===== config.mk =====
export PLATFORM = sky130hd
export DESIGN_NAME = addsub_acc_ctrl
export DESIGN_NICKNAME = d
export VERILOG_FILES = /design/src/rtl/addsub_acc_ctrl_pkg.sv /design/src/rtl/addsub_4.sv /design/src/rtl/addsub_acc_ctrl.sv
export SDC_FILE = /design/constraint.sdc
export NUM_CORES = 1
export LEC_CHECK = 0
export ABC_AREA = 1
export ABC_CLOCK_PERIOD_IN_PS = 3300
export BUFFER_PORTS_ARGS = -buffer_cell sky130_fd_sc_hd__buf_2
export CAP_MARGIN = 0
export CELL_PAD_IN_SITES_DETAIL_PLACEMENT = 0
export CELL_PAD_IN_SITES_GLOBAL_PLACEMENT = 1
export CORE_MARGIN = 2
export CORE_UTILIZATION = 41
export DETAILED_ROUTE_END_ITERATION = 12
export GPL_ROUTABILITY_DRIVEN = 0
export MAX_ROUTING_LAYER = met4
export PLACE_DENSITY_LB_ADDON = 0.1
export RECOVER_POWER = 100
export SKIP_CTS_REPAIR_TIMING = 1
export SYNTH_ARGS = -nofsm -noshare
export SYNTH_HDL_FRONTEND = slang
export SYNTH_SLANG_ARGS = --single-unit

===== constraint.sdc =====
create_clock -name clk -period 3.3 [get_ports clk]
set_input_delay 0.495 -clock clk [delete_from_list [all_inputs] [get_ports clk]]
set_output_delay 0.495 -clock clk [all_outputs]
set_load 0.005 [all_outputs]

===== src/rtl/addsub_acc_ctrl_pkg.sv =====
// Shared types and constants for the add/sub accumulator sequencer.
// Holds the FSM encoding, the datapath width and the saturation limits.
package addsub_acc_ctrl_pkg;

    localparam int DATA_W = 4;
    localparam logic [DATA_W-1:0] SAT_POS = 4'b0111;
    localparam logic [DATA_W-1:0] SAT_NEG = 4'b1000;

    typedef enum logic [1:0] {
        IDLE = 2'd0,
        EXEC = 2'd1,
        WB   = 2'd2
    } state_e;

    // Clamp value chosen by the sign of the operand the overflow came from.
    function automatic logic [DATA_W-1:0] sat_value(input logic neg);
        sat_value = neg ? SAT_NEG : SAT_POS;
    endfunction

endpackage


===== src/rtl/addsub_4.sv =====
// 4-bit signed add/subtract unit; subtract is a + ~b + 1.
// cout reports two's-complement overflow, not the raw carry.
module addsub_4
    import addsub_acc_ctrl_pkg::*;
(
    input  logic [DATA_W-1:0] a,
    input  logic [DATA_W-1:0] b,
    input  logic              sel,
    output logic [DATA_W-1:0] sum,
    output logic              cout
);

    logic [DATA_W-1:0] b_eff_s;

    // Operand inversion, sum and signed overflow detection.
    always_comb begin
        b_eff_s = sel ? ~b : b;
        sum     = a + b_eff_s + {3'b000, sel};
        cout    = (a[DATA_W-1] == b_eff_s[DATA_W-1]) && (sum[DATA_W-1] != a[DATA_W-1]);
    end

endmodule


===== src/rtl/addsub_acc_ctrl.sv =====
// Three-state sequencer driving addsub_4 as a running accumulator:
// IDLE accepts an operand, EXEC registers the unit result, WB commits it.
module addsub_acc_ctrl
    import addsub_acc_ctrl_pkg::*;
#(
    parameter bit SAT_EN = 1'b0,
    parameter int CNT_W  = 4
) (
    input  logic              clk,
    input  logic              rst,
    input  logic              clr,
    input  logic              in_valid,
    input  logic [DATA_W-1:0] in_data,
    input  logic              in_sel,
    output logic              ready,
    output logic [DATA_W-1:0] acc,
    output logic              ovf,
    output logic              ovf_sticky,
    output logic              done,
    output logic              drop,
    output logic [CNT_W-1:0]  op_cnt
);

    state_e            state_r;
    state_e            state_s;
    logic [DATA_W-1:0] acc_r;
    logic [DATA_W-1:0] b_r;
    logic [DATA_W-1:0] res_r;
    logic              sel_r;
    logic              ovf_r;
    logic              ovf_last_r;
    logic              ovf_sticky_r;
    logic              ready_r;
    logic [CNT_W-1:0]  op_cnt_r;
    logic [DATA_W-1:0] sum_s;
    logic              unit_ovf_s;
    logic              accept_s;
    logic [DATA_W-1:0] wb_val_s;

    addsub_4 u_addsub (
        .a    (acc_r),
        .b    (b_r),
        .sel  (sel_r),
        .sum  (sum_s),
        .cout (unit_ovf_s)
    );

    // State register; rst and clr both return to IDLE.
    always_ff @(posedge clk) begin
        if (rst || clr) begin
            state_r <= IDLE;
        end else begin
            state_r <= state_s;
        end
    end

    // Next-state decode and handshake qualification.
    always_comb begin
        state_s  = state_r;
        accept_s = 1'b0;
        case (state_r)
            IDLE: begin
                if (in_valid) begin
                    accept_s = 1'b1;
                    state_s  = EXEC;
                end else begin
                    state_s  = IDLE;
                end
            end
            EXEC:    state_s = WB;
            WB:      state_s = IDLE;
            default: state_s = IDLE;
        endcase
    end

    // Writeback value: clamp toward the sign of the pre-operation acc on overflow.
    always_comb begin
        if (SAT_EN && ovf_r) begin
            wb_val_s = sat_value(acc_r[DATA_W-1]);
        end else begin
            wb_val_s = res_r;
        end
    end

    // Operand latch, EXEC result capture and WB commit.
    always_ff @(posedge clk) begin
        if (rst || clr) begin
            acc_r        <= '0;
            b_r          <= '0;
            res_r        <= '0;
            sel_r        <= 1'b0;
            ovf_r        <= 1'b0;
            ovf_last_r   <= 1'b0;
            ovf_sticky_r <= 1'b0;
            ready_r      <= 1'b1;
            op_cnt_r     <= '0;
        end else begin
            ready_r <= (state_s == IDLE);
            if (accept_s) begin
                b_r   <= in_data;
                sel_r <= in_sel;
            end
            if (state_r == EXEC) begin
                res_r <= sum_s;
                ovf_r <= unit_ovf_s;
            end
            if (state_r == WB) begin
                acc_r        <= wb_val_s;
                ovf_last_r   <= ovf_r;
                ovf_sticky_r <= ovf_sticky_r | ovf_r;
                op_cnt_r     <= op_cnt_r + CNT_W'(1);
            end
        end
    end

    // Pulses are gated by rst/clr so an aborted WB never reports completion.
    assign done       = (state_r == WB) && !rst && !clr;
    assign drop       = in_valid && !ready_r && !rst && !clr;
    assign ready      = ready_r;
    assign acc        = acc_r;
    assign ovf        = ovf_last_r;
    assign ovf_sticky = ovf_sticky_r;
    assign op_cnt     = op_cnt_r;

endmodule

==> results of run 1 <==
## Yosys cell counts
master,n
a31oi_1,1
dfxtp_1,23
nor2_4,2
nand3_2,2
nor3_1,2
a21oi_2,1
inv_4,2
inv_2,1
xor2_1,5
inv_1,12
buf_2,1
a21oi_1,9
clkinv_1,1
ha_1,3
nand2_1,19
buf_6,2
xnor2_1,3
nand2_2,3
nor3_2,1
and2_1,1
nand3_1,3
nor2_1,22
fa_1,1
o21ai_0,14
buf_4,1
nor2_2,1
## logic make-up after synthesis
logic type / share of synthesized area
buffers and inverters: 0.0926
and+or+nand+nor: 0.243
adders and majority gates: 0.0532
AOI/OAI and AO/OA: 0.120
DFF: 0.426
xor gates and xnor gates: 0.0648
## sequential cells by signal, indices dropped and copies added, names as in the netlist
signal      cells
op_cnt          4
res_r           4
acc             4
sel_r           1
ovf_r           1
ovf             1
b_r             4
state_r         2
ovf_sticky      1
ready           1
## through the flow
step           total power [mW]  setup WS (ps)  hold WS (ps)
2_1_floorplan             0.330           1800           447
3_3_place_gp              0.341           1330           435
3_5_place_dp              0.342           1300           440
4_1_cts                   0.469           1300           399
5_1_grt                   0.487            626           410
6_report                  0.457            820           408
## path summary, 6_finish.rpt
| path | slack (ps) | from | end | depth (start not counted) |
|---|---|---|---|---|
| worst max register to register | 1620 | sel_r$_SDFFE_PP0N_ | res_r[1]$_SDFFE_PP0P_ | 6 |
| worst min register to register | 460 | ovf_sticky$_SDFFE_PP0N_ | ovf_sticky$_SDFFE_PP0N_ | 2 |
| worst min-delay path | 410 | in_data[2] | b_r[2]$_SDFFE_PP0N_ | 3 |
| worst max-delay path | 820 | clr | drop | 5 |
## metal layers
metal,vias up,global-route usage,share of wire
met5,-,-,0
met4,0,0.0523,0.0057
met3,2,0.0211,0.035
met2,13,0.245,0.47
met1,386,0.177,0.48
li1,472,-,-
## critical path, cell delays in order
cell      delay (ps)
buf_2            100
nor2_1           590
clkinv_1         440
nor3_1           230
clkbuf_1         140
## where the power goes
part / total, mW / internal (mW) / leakage, nW / switching (mW)
Clock: 0.125 / 0.0470 / 0.0150 / 0.0777
Sequential: 0.289 / 0.284 / 0.186 / 0.00505
Combinational: 0.0432 / 0.0175 / 0.327 / 0.0258
Total: 0.457 / 0.348 / 0.529 / 0.109
## final cells by class
cell class / count / area, sq um
fill: 279 / 1290
timing repair buffer: 21 / 101
inverter: 16 / 62.6
clock buffer: 4 / 26.3
multi-input combinational: 93 / 495
sequential: 23 / 460
tap: 30 / 37.5
==> summary.txt, run 1 <==
Outcome
  – Outcome: finished, final reports clean

Detailed routing
  – Post-route DRC: 0
  – Drt total wl: 1920 um
  – Via count: 873
  – Iteration-0 DRC count of the detailed router: 15
  – Average routed wire per standard cell: 10.3 um
  – Pre-Repair DR Iteration Count: 4
  – Antenna Nets Post-Route: 0
  – Via/cell ratio: 4.67

Logic synthesis
  – Post-Synthesis Cells: 136
  – Top cells by area, synth: dfxtp_1 (43%), nor2_1 (7.6%), nand2_1 (6.6%)
  – Mapped cell area: 1080 sq um
  – Syn_area_per_cell: 7.95 sq um
  – Yosys top cell by area: dfxtp_1
  – Distinct cells, synth: 26
  – Ys Warns: 0
  – Mapped Nets: 149
  – Post-synth top area share: 0.426
  – Register area share after synthesis: 0.426
  – FF+latch count, synth: 23

Timing
  – Fin crit share: 0.752
  – Setup Skew: 4.13 ps
  – RSZ-0062 raised after global routing: no
  – Minimum clock period: 2480 ps
  – Slew @ Worst Pin: 761 ps
  – Final setup violation count: 0
  – Fmax: 403 MHz
  – Final hold viol count: 0
  – Slew Limit Fails: 0
  – Slew headroom: 0.491
  – Setup TNS: 0 ps

Setup path
  – Critical Path Fanout Max: 16
  – Critical path endpoint category: output pin
  – Critical Path Source Type: primary input
  – Crit path DAT: 1990 ps
  – CP required: 2800 ps
  – Setup CP Type: in2out

Floorplanning
  – Cell row count: 18
  – Die W: 55.4 um
  – Top-level I/O count: 22
  – Core area: 2480 sq um
  – Initial Util: 0.436
  – Die area: 3060 sq um
  – Die Y: 55.4 um

Finish
  – Commonest non-fill, non-tap cell in the layout: nor2_1
  – Commonest cells after routing, fill and taps aside: nor2_1 (24), dfxtp_1 (23), nand2_1 (21), buf_2 (18), o21ai_0 (14)
  – Non-filler cells in the finished layout: 187
  – Design area: 1180 sq um
  – Share of cells above drive strength 1: 0.185
  – NumNets Final: 171
  – Layout area overhead: 9.49%
  – N_diodes: 0
  – Layout Utilization: 0.478

Place
  – Post-DP HPWL: 1460 um
  – Placed Instances: 183
  – Area after DPL: 1190 sq um
  – Port Buffers: 21

CTS
  – Clock Tree Buf Depth: 2
  – CTS sink cnt: 23
  – Clock root cell: clkbuf_4
  – Later-pin clock latency in the skew report: 300 ps
  – CTS tree: built
  – Number of CTS-inserted buffers: 3
  – Clk slew on worst S/H paths: 120 ps
  – H-tree Lvls: 1

Global routing
  – GRT Total Usage: 0.146
  – Initial antenna violation count: 0
  – Pin count of the biggest net entering global routing: 17
  – Vias in the first global route: 835
  – First-pass GRT wire length: 3570 um
  – Total global routing overflow: 0

Flow run
  – Max-cap violations: 0

Pwr
  – P_leak: 0.529 nW
  – Pwr dens: 386 nW/um^2
  – Peak supply drop: 271 uV

Worst hold path
  – Worst Hold Class: in2reg
(Power assumes the default switching activity.)
==> run 2: changes to the inputs <==
ABC_CLOCK_PERIOD_IN_PS = 2100   (was 3300)
CORE_UTILIZATION = 34   (was 41)
clock period = 2.1 ns   (was 3.3 ns; I/O delays follow)
==> run 2 against run 1 <==
Compared with the run above: final area rose by 1.8%; register-to-register slack got worse by 1200 ps; sequential power rose by 57%; sequential share of layout area fell by 0.69 points; total power rose by 60%; global-route usage fell by 0.78 points; non-clock buffer count rose by 1; final cell count rose by 8.0%; flip-flop and latch count did not move; largest power group unchanged.
==> summary.txt, run 2 (synthesis results as in run 1) <==
Floorplanning
  – Top-level I/O count: 22 (unchanged)
  – Die area: 3650 sq um (was 3060 sq um)
  – Initial Util: 0.357 (was 0.436)
  – Die W: 60.4 um (was 55.4 um)
  – Cell row count: 20 (was 18)
  – Core area: 3030 sq um (was 2480 sq um)
  – Die Y: 60.4 um (was 55.4 um)

Detailed routing
  – Met3 WL: 94 um (was 67 um)
  – Post-route DRC: 0 (unchanged)
  – Iteration-0 DRC count of the detailed router: 26 (was 15)
  – Average routed wire per standard cell: 10.3 um (about the same)
  – Uppermost layer routed: met4 (unchanged)
  – Via/cell ratio: 4.38 (was 4.67)
  – Antenna Nets Post-Route: 0 (unchanged)
  – Met2 routed wirelength: 945 um (was 912 um)
  – Metal-1 WL: 1020 um (was 931 um)
  – Drt total wl: 2080 um (was 1920 um)
  – Pre-Repair DR Iteration Count: 4 (unchanged)
  – Via count: 884 (was 873)

CTS
  – CTS tree: built (unchanged)
  – Clock root cell: clkbuf_4 (unchanged)
  – H-tree Lvls: 1 (unchanged)
  – Number of CTS-inserted buffers: 3 (unchanged)
  – Clk slew on worst S/H paths: 120 ps (about the same)
  – CTS sink cnt: 23 (unchanged)
  – Later-pin clock latency in the skew report: 300 ps (about the same)
  – Clock Tree Buf Depth: 2 (unchanged)

Outcome
  – Outcome: finished, final reports clean (unchanged)

Setup path
  – CP top delay family: flip-flops (was simple AND/OR/NAND/NOR gates)
  – Slowest CP cell: dfxtp_1 (was nor2_1)
  – CP required: 2290 ps (was 2800 ps)
  – Crit-path cells: xor2_1 -> ha_1 -> nand2_1 -> inv_1 -> nand3_1 -> nand2_1 -> nand2_1 -> nand2_1 -> nand2_1 -> a21oi_2 (was buf_2 -> nor2_1 -> clkinv_1 -> nor3_1 -> clkbuf_1)
  – Setup CP Type: reg2reg (was in2out)
  – Reg2reg path depth: 10 (was 6)
  – Critical Path Max Stage Delay: 540 ps (was 590 ps)
  – Bufs and invs on worst path: 1 (was 3)
  – Critical Path Source Type: flop (was primary input)
  – Critical Path Fanout Max: 6 (was 16)
  – CP dominant cell by count: nand2_1
  – Critical path depth: 10 (was 5)
  – Critical path endpoint category: flop (was output pin)
  – Crit path DAT: 1900 ps (was 1990 ps)

Finish
  – Layout Utilization: 0.398 (was 0.478)
  – N_diodes: 0 (unchanged)
  – NumNets Final: 172 (was 171)
  – Commonest non-fill, non-tap cell in the layout: nor2_1 (unchanged)
  – Non-filler cells in the finished layout: 202 (was 187)
  – Commonest cells after routing, fill and taps aside: nor2_1 (24), dfxtp_1 (23), nand2_1 (21), o21ai_0 (14) (was nor2_1 (24), dfxtp_1 (23), nand2_1 (21), buf_2 (18), o21ai_0 (14))
  – Layout area overhead: 11.5% (was 9.49%)
  – Share of cells above drive strength 1: 0.152 (was 0.185)

Flow run
  – Max-cap violations: 0 (unchanged)

Timing
  – Setup Skew: 1.97 ps (was 4.13 ps)
  – Final hold viol count: 0 (unchanged)
  – Slew Limit Fails: 0 (unchanged)
  – Slew headroom: 0.573 (was 0.491)
  – Fmax: 586 MHz
  – Fin crit share: 0.813
  – Slew @ Worst Pin: 638 ps (was 761 ps)
  – Final setup violation count: 0 (unchanged)
  – Setup TNS: 0 ps (unchanged)
  – Minimum clock period: 1710 ps
  – RSZ-0062 raised after global routing: no (unchanged)

Worst hold path
  – Worst Hold Class: in2reg (unchanged)
  – WHS Path Cells: 3 (unchanged)

Global routing
  – GRT Total Usage: 0.138 (was 0.146)
  – Initial antenna violation count: 0 (unchanged)
  – Total global routing overflow: 0 (unchanged)
  – Pin count of the biggest net entering global routing: 16 (was 17)
  – Vias in the first global route: 835 (unchanged)
  – First-pass GRT wire length: 3630 um (was 3570 um)

Place
  – Placed Instances: 198 (was 183)
  – Port Buffers: 21 (unchanged)
  – Post-DP HPWL: 1610 um (was 1460 um)

Pwr
  – Peak supply drop: 357 uV (was 271 uV)
  – Pwr dens: 606 nW/um^2 (was 386 nW/um^2)
  – P_leak: 0.520 nW (was 0.529 nW)
==> run 2: per-stage QoR <==
step	power (mW)	hold slack, ps	setup WS, ps	area (sq um)
floorplan	0.519	447	648	1080
global placement	0.539	437	478	1210
detailed placement	0.541	446	452	1210
CTS	0.746	219	435	1240
global route	0.774	238	122	1200
finish	0.730	229	393	1200
==> run 2: worst min-delay path, cell delays in order <==
cell and delay [ps]:
buf_2 80, nor2_1 30, nor2_1 80
==> run 2: power breakdown <==
part	internal [mW]	switching [mW]	total (mW)	leakage [nW]
logic	0.0292	0.0426	0.0718	0.319
clock network	0.0741	0.130	0.204	0.0150
registers	0.446	0.00854	0.454	0.186
==> run 2: final cells by class <==
cell class	count	area [sq um]
clock buffers	4	26.3
fillers	321	1820
well taps	44	55.1
flip-flops and latches	23	460
repair buffers	22	104
multi-input cells	93	495
inverters	16	63.8
==> run 2: routing by layer <==
layer	track usage	up-vias
met5	-	-
met1	0.169	391
met3	0.0448	2
met2	0.222	17
li1	-	474
met4	0.0286	0
==> run 2: path summary, 6_finish.rpt <==
check | from | to | slack, ps
max | sel_r$_SDFFE_PP0N_ | ovf_r$_SDFFE_PP0P_ | 390
min | in_data[1] | b_r[1]$_SDFFE_PP0N_ | 230
max reg2reg | sel_r$_SDFFE_PP0N_ | ovf_r$_SDFFE_PP0P_ | 390
min reg2reg | ovf_sticky$_SDFFE_PP0N_ | ovf_sticky$_SDFFE_PP0N_ | 460
